===== src/rtl/rvm_adder_result_stage_pkg.sv =====
// Shared compare codes, skid-buffer state encodings and the sign/difference
// flag derivation used by the adder result stage.
package rvm_adder_result_stage_pkg;

  localparam logic [3:0] RVM_CMP_PASS = 4'd0;
  localparam logic [3:0] RVM_CMP_SLT  = 4'd1;
  localparam logic [3:0] RVM_CMP_SLTU = 4'd2;
  localparam logic [3:0] RVM_CMP_BEQ  = 4'd3;
  localparam logic [3:0] RVM_CMP_BNE  = 4'd4;
  localparam logic [3:0] RVM_CMP_BLT  = 4'd5;
  localparam logic [3:0] RVM_CMP_BGE  = 4'd6;
  localparam logic [3:0] RVM_CMP_BLTU = 4'd7;
  localparam logic [3:0] RVM_CMP_BGEU = 4'd8;

  localparam logic [1:0] RVM_RSTG_EMPTY = 2'd0;
  localparam logic [1:0] RVM_RSTG_ONE   = 2'd1;
  localparam logic [1:0] RVM_RSTG_FULL  = 2'd2;

  typedef struct packed {
    logic eq;
    logic lt;
    logic ltu;
  } cmp_flags_t;

  // Borrow is inferred from operand signs; when signs match, the difference
  // cannot overflow and its MSB is the answer for both orderings.
  function automatic cmp_flags_t derive_flags(input logic [31:0] d,
                                              input logic [31:0] lhs,
                                              input logic [31:0] rhs);
    cmp_flags_t f;
    logic s;
    s     = lhs[31] ^ rhs[31];
    f.eq  = (d == 32'd0);
    f.ltu = s ? rhs[31] : d[31];
    f.lt  = s ? lhs[31] : d[31];
    return f;
  endfunction

endpackage


===== src/rtl/rvm_adder_result_stage_if.sv =====
// Adder-side capture bus and writeback/branch-side result bus of the stage.
// master = surrounding core (adder + consumer), slave = the result stage.
interface rvm_adder_result_stage_if #(
  parameter int TAG_W = 5
);
  logic             in_valid;
  logic             in_ready;
  logic [32:0]      in_result;
  logic [31:0]      in_lhs;
  logic [31:0]      in_rhs;
  logic [3:0]       in_cmp;
  logic [TAG_W-1:0] in_tag;
  logic             out_valid;
  logic             out_ready;
  logic [31:0]      out_data;
  logic             out_taken;
  logic [TAG_W-1:0] out_tag;

  modport master (
    output in_valid, in_result, in_lhs, in_rhs, in_cmp, in_tag, out_ready,
    input  in_ready, out_valid, out_data, out_taken, out_tag
  );

  modport slave (
    input  in_valid, in_result, in_lhs, in_rhs, in_cmp, in_tag, out_ready,
    output in_ready, out_valid, out_data, out_taken, out_tag
  );
endinterface


===== src/rtl/rvm_cmp_derive.sv =====
// Maps an adder result plus operands onto the stored data/taken pair for a compare code.
// Purely combinational, no latency; no flow control of its own.
module rvm_cmp_derive
  import rvm_adder_result_stage_pkg::*;
(
  input  logic [32:0] in_result,
  input  logic [31:0] in_lhs,
  input  logic [31:0] in_rhs,
  input  logic [3:0]  in_cmp,
  output logic [31:0] data,
  output logic        taken
);
  logic [31:0] d;
  logic        unused_carry;
  cmp_flags_t  flags;

  // Adder carry-out is deliberately ignored; flags come from d and operand signs.
  assign d            = in_result[31:0];
  assign unused_carry = in_result[32];
  assign flags        = derive_flags(d, in_lhs, in_rhs);

  always_comb begin
    data  = 32'd0;
    taken = 1'b0;
    case (in_cmp)
      RVM_CMP_SLT:  data  = {31'd0, flags.lt};
      RVM_CMP_SLTU: data  = {31'd0, flags.ltu};
      RVM_CMP_BEQ:  taken = flags.eq;
      RVM_CMP_BNE:  taken = ~flags.eq;
      RVM_CMP_BLT:  taken = flags.lt;
      RVM_CMP_BGE:  taken = ~flags.lt;
      RVM_CMP_BLTU: taken = flags.ltu;
      RVM_CMP_BGEU: taken = ~flags.ltu;
      default:      data  = d;
    endcase
  end
endmodule


===== src/rtl/rvm_adder_result_stage.sv =====
// Registered 2-entry skid stage after the adder; capture-to-output latency 1 cycle.
// in_ready comes from a flop (low only when both entries are held), so no comb path from out_ready.
module rvm_adder_result_stage
  import rvm_adder_result_stage_pkg::*;
#(
  parameter int TAG_W = 5
) (
  input logic                   clk,
  input logic                   reset,
  rvm_adder_result_stage_if.slave bus
);
  logic [1:0]       state;
  logic [1:0]       state_nxt;
  logic             rdy_q;
  logic [31:0]      head_data;
  logic             head_taken;
  logic [TAG_W-1:0] head_tag;
  logic [31:0]      skid_data;
  logic             skid_taken;
  logic [TAG_W-1:0] skid_tag;
  logic [31:0]      new_data;
  logic             new_taken;
  logic             in_xfer;
  logic             out_xfer;

  rvm_cmp_derive u_derive (
    .in_result (bus.in_result),
    .in_lhs    (bus.in_lhs),
    .in_rhs    (bus.in_rhs),
    .in_cmp    (bus.in_cmp),
    .data      (new_data),
    .taken     (new_taken)
  );

  assign in_xfer  = bus.in_valid && rdy_q;
  assign out_xfer = (state != RVM_RSTG_EMPTY) && bus.out_ready;

  always_comb begin
    state_nxt = state;
    case (state)
      RVM_RSTG_EMPTY: if (in_xfer) state_nxt = RVM_RSTG_ONE;
      RVM_RSTG_ONE: begin
        if (in_xfer && !out_xfer)      state_nxt = RVM_RSTG_FULL;
        else if (!in_xfer && out_xfer) state_nxt = RVM_RSTG_EMPTY;
      end
      RVM_RSTG_FULL:  if (out_xfer) state_nxt = RVM_RSTG_ONE;
      default:        state_nxt = RVM_RSTG_EMPTY;
    endcase
  end

  always_ff @(posedge clk or posedge reset) begin
    if (reset) begin
      state      <= RVM_RSTG_EMPTY;
      rdy_q      <= 1'b0;
      head_data  <= 32'd0;
      head_taken <= 1'b0;
      head_tag   <= '0;
      skid_data  <= 32'd0;
      skid_taken <= 1'b0;
      skid_tag   <= '0;
    end else begin
      state <= state_nxt;
      rdy_q <= (state_nxt != RVM_RSTG_FULL);
      case (state)
        RVM_RSTG_EMPTY: begin
          if (in_xfer) begin
            head_data  <= new_data;
            head_taken <= new_taken;
            head_tag   <= bus.in_tag;
          end
        end
        RVM_RSTG_ONE: begin
          // Head leaving while a new entry arrives: new entry goes straight to head.
          if (in_xfer && out_xfer) begin
            head_data  <= new_data;
            head_taken <= new_taken;
            head_tag   <= bus.in_tag;
          end else if (in_xfer) begin
            skid_data  <= new_data;
            skid_taken <= new_taken;
            skid_tag   <= bus.in_tag;
          end
        end
        RVM_RSTG_FULL: begin
          if (out_xfer) begin
            head_data  <= skid_data;
            head_taken <= skid_taken;
            head_tag   <= skid_tag;
          end
        end
        default: ;
      endcase
    end
  end

  assign bus.in_ready  = rdy_q;
  assign bus.out_valid = (state != RVM_RSTG_EMPTY);
  assign bus.out_data  = head_data;
  assign bus.out_taken = head_taken;
  assign bus.out_tag   = head_tag;
endmodule


===== src/flat_wrapper.sv =====
// flat-port wrapper written by rule: the top's interface ports become plain ports
module rvm_adder_result_stage_flat import rvm_adder_result_stage_pkg::*;
#(
  parameter int TAG_W = 5
)
  (clk, reset, bus_in_valid, bus_in_result, bus_in_lhs, bus_in_rhs, bus_in_cmp, bus_in_tag, bus_out_ready, bus_in_ready, bus_out_valid, bus_out_data, bus_out_taken, bus_out_tag);
  rvm_adder_result_stage_if #(.TAG_W(TAG_W)) bus_i ();
  input logic clk;
  input logic reset;
  input wire logic [$bits(bus_i.in_valid)-1:0] bus_in_valid;
  input wire logic [$bits(bus_i.in_result)-1:0] bus_in_result;
  input wire logic [$bits(bus_i.in_lhs)-1:0] bus_in_lhs;
  input wire logic [$bits(bus_i.in_rhs)-1:0] bus_in_rhs;
  input wire logic [$bits(bus_i.in_cmp)-1:0] bus_in_cmp;
  input wire logic [$bits(bus_i.in_tag)-1:0] bus_in_tag;
  input wire logic [$bits(bus_i.out_ready)-1:0] bus_out_ready;
  output wire logic [$bits(bus_i.in_ready)-1:0] bus_in_ready;
  output wire logic [$bits(bus_i.out_valid)-1:0] bus_out_valid;
  output wire logic [$bits(bus_i.out_data)-1:0] bus_out_data;
  output wire logic [$bits(bus_i.out_taken)-1:0] bus_out_taken;
  output wire logic [$bits(bus_i.out_tag)-1:0] bus_out_tag;
  assign bus_i.in_valid = bus_in_valid;
  assign bus_i.in_result = bus_in_result;
  assign bus_i.in_lhs = bus_in_lhs;
  assign bus_i.in_rhs = bus_in_rhs;
  assign bus_i.in_cmp = bus_in_cmp;
  assign bus_i.in_tag = bus_in_tag;
  assign bus_i.out_ready = bus_out_ready;
  assign bus_in_ready = bus_i.in_ready;
  assign bus_out_valid = bus_i.out_valid;
  assign bus_out_data = bus_i.out_data;
  assign bus_out_taken = bus_i.out_taken;
  assign bus_out_tag = bus_i.out_tag;
  rvm_adder_result_stage #(.TAG_W(TAG_W)) u_core (.clk(clk), .reset(reset), .bus(bus_i));
endmodule

===== config.mk =====
export PLATFORM = sky130hd
export DESIGN_NAME = rvm_adder_result_stage_flat
export DESIGN_NICKNAME = d
export VERILOG_FILES = /design/src/rtl/rvm_adder_result_stage_pkg.sv /design/src/rtl/rvm_adder_result_stage_if.sv /design/src/rtl/rvm_cmp_derive.sv /design/src/rtl/rvm_adder_result_stage.sv /design/src/flat_wrapper.sv
export SDC_FILE = /design/constraint.sdc
export NUM_CORES = 1
export LEC_CHECK = 0
export BUFFER_PORTS_ARGS = -buffer_cell sky130_fd_sc_hd__buf_4
export CAP_MARGIN = 0
export CORE_MARGIN = 4
export CORE_UTILIZATION = 44
export DETAILED_ROUTE_END_ITERATION = 10
export PLACE_DENSITY = 0.77
export SLEW_MARGIN = 20
export SYNTH_ARGS = -nofsm -noshare
export SYNTH_HDL_FRONTEND = slang
export SYNTH_SLANG_ARGS = --single-unit

===== constraint.sdc =====
create_clock -name clk -period 2.3 [get_ports clk]
set_input_delay 0.345 -clock clk [delete_from_list [all_inputs] [get_ports clk]]
set_output_delay 0.345 -clock clk [all_outputs]
set_load 0.02 [all_outputs]

==> qor.yml, run 1 <==
setup_path:
  rr_startpoint: "u_core.state[0]"
  path_class: "reg -> reg"
  ff2ff_setup_slack_ns: 0.59
  critical-path-top-delay-family: "simple AND/OR/NAND/NOR gates"
  max_stage_delay_ns: 0.45
  arrival_ns: 1.92
  regToRegEndpoint: "u_core.skid_data[0]"
  cp_max_fo: 16
  timing.critical_path.buf_inv: 1
  critical_path.cell_chain: "nor2b_2 > nand2_1 > buf_4 > nand2_1 > o21ai_1"
  crit_start: "u_core.state[0]"
  crit_top_cell: "nand2_1"
  worstSetupStartpointType: "flip-flop"
  cp_num_cells: 5
  worstPathRequired_ns: 2.51
  critPathCaptureType: "flip-flop"
  cp_slowest_cell: "dfrtp_1"
  reg2regPathDepth: 5
floorplan:
  core_sq_um: 8175
  die_area_sq_um: 9884
  die_w_microns: 99.42
  num_rows: 33
  die-height_microns: 99.42
  start_util_pct: 44.98
  ioPinCount: 150
synthesis:
  synth-compound-area-share_pct: 9.799
  ys_seq_elements: 79
  yosysTopAreaCell: "dfrtp_1"
  synth_warnings: 0
  synth_adder_area_share_pct: 0
  avgSynthCellArea_sq_um: 8.797
  synth_cell_types: 38
  postSynthCellCount: 418
  synth_mux_area_share_pct: 2.076
  synth_top_family_by_area: "simple AND/OR/NAND/NOR gates"
  synth_nets: 528
  ys_seq_area_share_pct: 53.76
  synth-simple-area-share_pct: 28.45
  synth_area_sq_um: 3677
  yosys-top-cells-area: "dfrtp_1, nand2_1, nand3_1"
  yosysTopAreaCellShare_pct: 53.76
  synthXorXnorAreaFrac_pct: 0.9867
clocking:
  cts_buffers: 9
  cts.clk_slew.worst_paths_ns: 0.08
  clkSinkCount: 79
  cts_tree: "done"
  clockRootBuffer: "clkbuf_8"
  h-tree-depth: 3
  clk_latency_ns: 0.34
  holdBufCountCts: 0
  clockBufferDepth: 2
  post_cts_resized: 0
  postCtsSetupRepairBufs: 0
timing:
  clock-skew-final_ns: 0.01089
  rsz0062_at_grt: "no"
  setup_viol: 0
  whs_ns: 0.07754
  max_freq_ghz: 0.5863
  setup-tns-final_ns: 0
  finalMaxSlewViolations: 0
  maxSlewHeadroom_pct: 68.18
  hold_violations: 0
  finalCritPeriodShare_pct: 74.16
  fin_crit_ns: 1.706
  worst_pin_slew_ns: 0.4765
cells_and_area:
  post-route-util_pct: 56.32
  diodes: 0
  fin_nets: 602
  final_common_cell: "nand2_1"
  area_growth_pct: 25.21
  layout_common_cells: "nand2_1, buf_4, dfrtp_1"
  n_fill_cell: 740
  fin_cells: 601
  drive_gt1_share_pct: 24.19
global_routing:
  grt-ovfl-total: 0
  first_global_vias: 3095
  grt.busiest_layer: "met2"
  use_met3_pct: 3.296
  grt_use_met2_pct: 30.99
  grt_max_degree: 80
  track_usage_pct: 18.89
  grt_pass1_wl_microns: 15130
  grt_util_met1_pct: 25.35
  antenna_found_initial: 0
flow_run:
  maxCapViolations: 0
run_status:
  outcome: "finished, final reports clean"
placement:
  dp_cells: 586
  gp_congestion: 0.8130
  port_buffers: 86
  place_hpwl_microns: 6148
drt:
  drtPass1Iterations: 4
  drt-total-wl_microns: 9162
  wl_per_cell_microns: 15.24
  detail-route-antenna-nets: 0
  vias: 3231
  drcViolationCount: 0
  vias_per_cell: 5.376
  drt_iter0_markers: 180
pwr:
  power.density_nw_per_um2: 1258
  p_leak_nw: 2.154
  vdd_drop_max_v: 0.0006684
min_path:
  min_path_type: "in -> async"
-- worst reg2reg max path, stage by stage (launching register included) --
cell and delay [ns]:
dfrtp_1 0.45, nor2b_2 0.31, nand2_1 0.34, buf_4 0.33, nand2_1 0.08, o21ai_1 0.06
-- synth_stat cells (all sizes together) --
master / count
a22oi: 1
and2: 1
o21a: 1
nor3: 2
nand3: 62
nor2: 43
mux2i: 2
buf: 18
or2: 1
a31oi: 38
a21boi: 1
xnor2: 1
o21ai: 4
or4: 1
nand2b: 2
o41ai: 1
mux2: 5
a21o: 1
nand4b: 1
xor2: 1
nand4: 2
clkbuf: 14
nand3b: 2
o211ai: 1
o31ai: 2
o22ai: 2
inv: 5
nor4: 8
dfrtp: 79
a21oi: 3
nor2b: 3
nand2: 110
-- power by group --
group,total (W),internal [W],switching (W)
Combinational,0.00229,0.000975,0.00132
Clock,0.00102,0.000527,0.000490
Sequential,0.00248,0.00208,0.000400
-- cells by family after synthesis --
group | count (synthesis)
AO/OA/AOI/OAI | 55
XOR/XNOR | 2
multiplexers | 7
buffers and inverters | 37
AND/OR/NAND/NOR | 238
flip-flops | 79
-- stage by stage --
| stage | instance area (sq um) | setup slack [ns] | total power (W) |
|---|---|---|---|
| 5_1_grt | 4604 | 0.5071 | 0.006178 |
| 6_report | 4604 | 0.5943 | 0.005791 |
| 4_1_cts | 4604 | 0.6107 | 0.005835 |
| 3_3_place_gp | 4415 | 0.4957 | 0.004727 |
| 2_1_floorplan | 3681 | 0.8082 | 0.003856 |
| 3_5_place_dp | 4415 | 0.4103 | 0.004829 |
-- final cells by class --
class	instances	area, sq um	share of cell area (%)
sequential	79	1977	42.93
tap	105	131.4	2.853
timing repair buffer	95	763.2	16.58
inverter	5	22.52	0.4891
clock buffer	12	145.1	3.152
clock inverter	3	43.79	0.9511
multi-input combinational	302	1521	33.04
-- per-layer routing --
layer	vias up	part of all wire, %
met3	9	5.0
met1	1557	44
met4	0	1.5
met2	85	49
met5	-	0
li1	1580	-
-- flip-flops by register name, summed over array words and instances, names as in the netlist --
name and flops:
u_core.bus.in_ready 1, u_core.skid_data 32, u_core.skid_tag 5, u_core.state 2, u_core.bus.out_taken 1, u_core.bus.out_data 32
u_core.bus.out_tag 5, u_core.skid_taken 1
-- worst max path at each step --
stage / end / slack, ns
CTS: bus_out_valid / 0.61
global route: u_core.skid_data[0] / 0.51
finish: u_core.skid_data[0] / 0.59
floorplan: u_core.skid_taken / 0.81
global placement: u_core.bus.out_taken / 0.50
detailed placement: u_core.bus.out_data[17] / 0.41
No activity file was read; power rests on OpenSTA's default activity.
==> run 2: changes to the inputs <==
--- a/config.mk
+++ b/config.mk
@@ -8,9 +8,9 @@
 export BUFFER_PORTS_ARGS = -buffer_cell sky130_fd_sc_hd__buf_4
 export CAP_MARGIN = 0
 export CORE_MARGIN = 4
-export CORE_UTILIZATION = 44
+export CORE_UTILIZATION = 48
 export DETAILED_ROUTE_END_ITERATION = 10
-export PLACE_DENSITY = 0.77
+export PLACE_DENSITY = 0.8
 export SLEW_MARGIN = 20
 export SYNTH_ARGS = -nofsm -noshare
 export SYNTH_HDL_FRONTEND = slang
==> constraint.sdc (replaced) <==
create_clock -name clk -period 1.6 [get_ports clk]
set_input_delay 0.24 -clock clk [delete_from_list [all_inputs] [get_ports clk]]
set_output_delay 0.24 -clock clk [all_outputs]
set_load 0.02 [all_outputs]
==> qor.yml, run 2 (synthesized netlist as in run 1, its figures left out) <==
clocking:
  cts_tree: "done"
  cts_buffers: 9
  clockBufferDepth: 2
  h-tree-depth: 3
  clockRootBuffer: "clkbuf_8"
  postCtsSetupRepairBufs: 0
  clk_latency_ns: 0.35
  clkSinkCount: 79
  cts.clk_slew.worst_paths_ns: 0.08
pwr:
  vdd_drop_max_v: 0.0008277
  switching_share_pct: 37.65
  p_comb_share_pct: 40.6
  p_leak_nw: 2.233
  seq_power_share_pct: 41.6
  p_int_w: 0.005330
  switchingPower_w: 0.003218
  power.density_nw_per_um2: 1797
  pwr-share-clk_pct: 17.7
placement:
  dp_cells: 589
  place_hpwl_microns: 6225
  preCtsSetupSlack_ns: -0.1640
  gp_congestion: 0.8340
  port_buffers: 86
global_routing:
  grt_max_degree: 47
  antenna_found_initial: 0
  grt_pass1_wl_microns: 14850
  track_usage_pct: 20.90
  first_global_vias: 3247
  grt-ovfl-total: 0
setup_path:
  cp_slowest_cell: "dfrtp_2"
  worstPathRequired_ns: 1.36
  cp_max_fo: 10
  critical_path.cell_chain: "or2_2 > buf_4"
  worstSetupStartpointType: "flip-flop"
  max_stage_delay_ns: 0.48
  path_class: "reg -> out"
  arrival_ns: 1.30
  critPathCaptureType: "output pin"
timing:
  rsz0062_at_grt: "no"
  setup-tns-final_ns: 0
  whs_ns: 0.1286
  max_freq_ghz: 0.6495
  finalWorstSetupSlack_ns: 0.06038
  hold_violations: 0
  maxSlewHeadroom_pct: 69.24
  finalMaxSlewViolations: 0
  setup_viol: 0
  clock-skew-final_ns: 0.01044
  worst_pin_slew_ns: 0.4604
  fin_crit_ns: 1.540
  finalCritPeriodShare_pct: 96.23
floorplan:
  die-height_microns: 95.53
  die_w_microns: 95.53
  num_rows: 31
  start_util_pct: 50.16
  core_sq_um: 7331
  ioPinCount: 150
  die_area_sq_um: 9125
cells_and_area:
  n_fill_cell: 597
  fin_nets: 612
  fin_cells: 606
  final_common_cell: "nand2_1"
  post-route-util_pct: 64.89
  diodes: 0
  area_growth_pct: 29.36
  layout_common_cells: "nand2_1, buf_4, dfrtp_1"
  drive_gt1_share_pct: 26.23
drt:
  detail-route-antenna-nets: 0
  drt-total-wl_microns: 9133
  drcViolationCount: 0
  vias_per_cell: 5.452
  drt_iter0_markers: 271
  vias: 3304
  wl_per_cell_microns: 15.07
  drtPass1Iterations: 4
flow_run:
  maxCapViolations: 0
min_path:
  min_path_type: "in -> reg"
run_status:
  outcome: "finished, final reports clean"
-- run 2: cell types whose count changed in the layout (fill, tap and decap cells not counted) --
cell	before	now
dlygate4sd3_1	0	1
dfrtp_2	0	1
clkinvlp_4	1	2
clkbuf_1	2	0
clkinv_2	1	2
buf_4	91	95
clkbuf_8	10	11
buf_12	4	9
dfrtp_1	79	78
-- run 2: repair_timing --
action,in CTS,in global routing
resized for setup,0,1
setup endpoints to repair,0,1
hold buffers,1,0
hold endpoints to repair,17,0
-- run 2: area by class of cell --
class	count	area [sq um]	area share [%]
Inverter	5	22.52	0.4734
Multi-Input combinational cell	302	1521	31.98
Tap cell	99	123.9	2.604
Clock buffer	11	151.4	3.183
Timing Repair Buffer	105	903.4	18.99
Sequential cell	79	1978	41.58
Clock inverter	5	56.30	1.184
-- run 2: worst paths after layout --
kind | start | end | slack (ns) | depth (start not counted)
max in group asynchronous | reset | u_core.bus.out_data[2] | 0.55 | 4
min | bus_in_result[10] | u_core.skid_data[10] | 0.13 | 3
max reg2reg | u_core.state[0] | u_core.bus.out_data[9] | 0.08 | 6
max | u_core.state[1] | bus_out_valid | 0.06 | 2
min reg2reg | u_core.skid_data[8] | u_core.skid_data[8] | 0.48 | 2
min in group asynchronous | reset | u_core.bus.out_data[28] | 0.46 | 3
-- run 2: worst max-delay path: cells and delay by family (launching register included) --
family | cells | cell delay [ns]
buffers and inverters | 1 | 0.16
flip-flops | 1 | 0.48
AND/OR/NAND/NOR | 1 | 0.31
-- run 2: metal layers --
metal	GRT usage [%]	vias up	routed length (microns)
met5	0	-	0
met2	35.38	99	4651
met3	4.341	14	563
met1	26.31	1591	3780
li1	-	1600	-
met4	7.820	0	138
-- run 2: metrics by stage --
| stage | area [sq um] | total power (W) |
|---|---|---|
| final | 4757 | 0.008548 |
| after global routing | 4757 | 0.009129 |
| after CTS | 4756 | 0.008603 |
| after detailed placement | 4538 | 0.007094 |
| after global placement | 4538 | 0.006957 |
| after floorplan | 3681 | 0.005543 |
-- run 2: power groups by stage --
stage          Combinational (W)  Clock [W]  Sequential [W]
6_report                 0.00347    0.00152         0.00356
4_1_cts                  0.00352    0.00153         0.00356
3_3_place_gp             0.00341          0         0.00355
2_1_floorplan            0.00146          0         0.00409
3_5_place_dp             0.00351          0         0.00359
5_1_grt                  0.00382    0.00164         0.00367
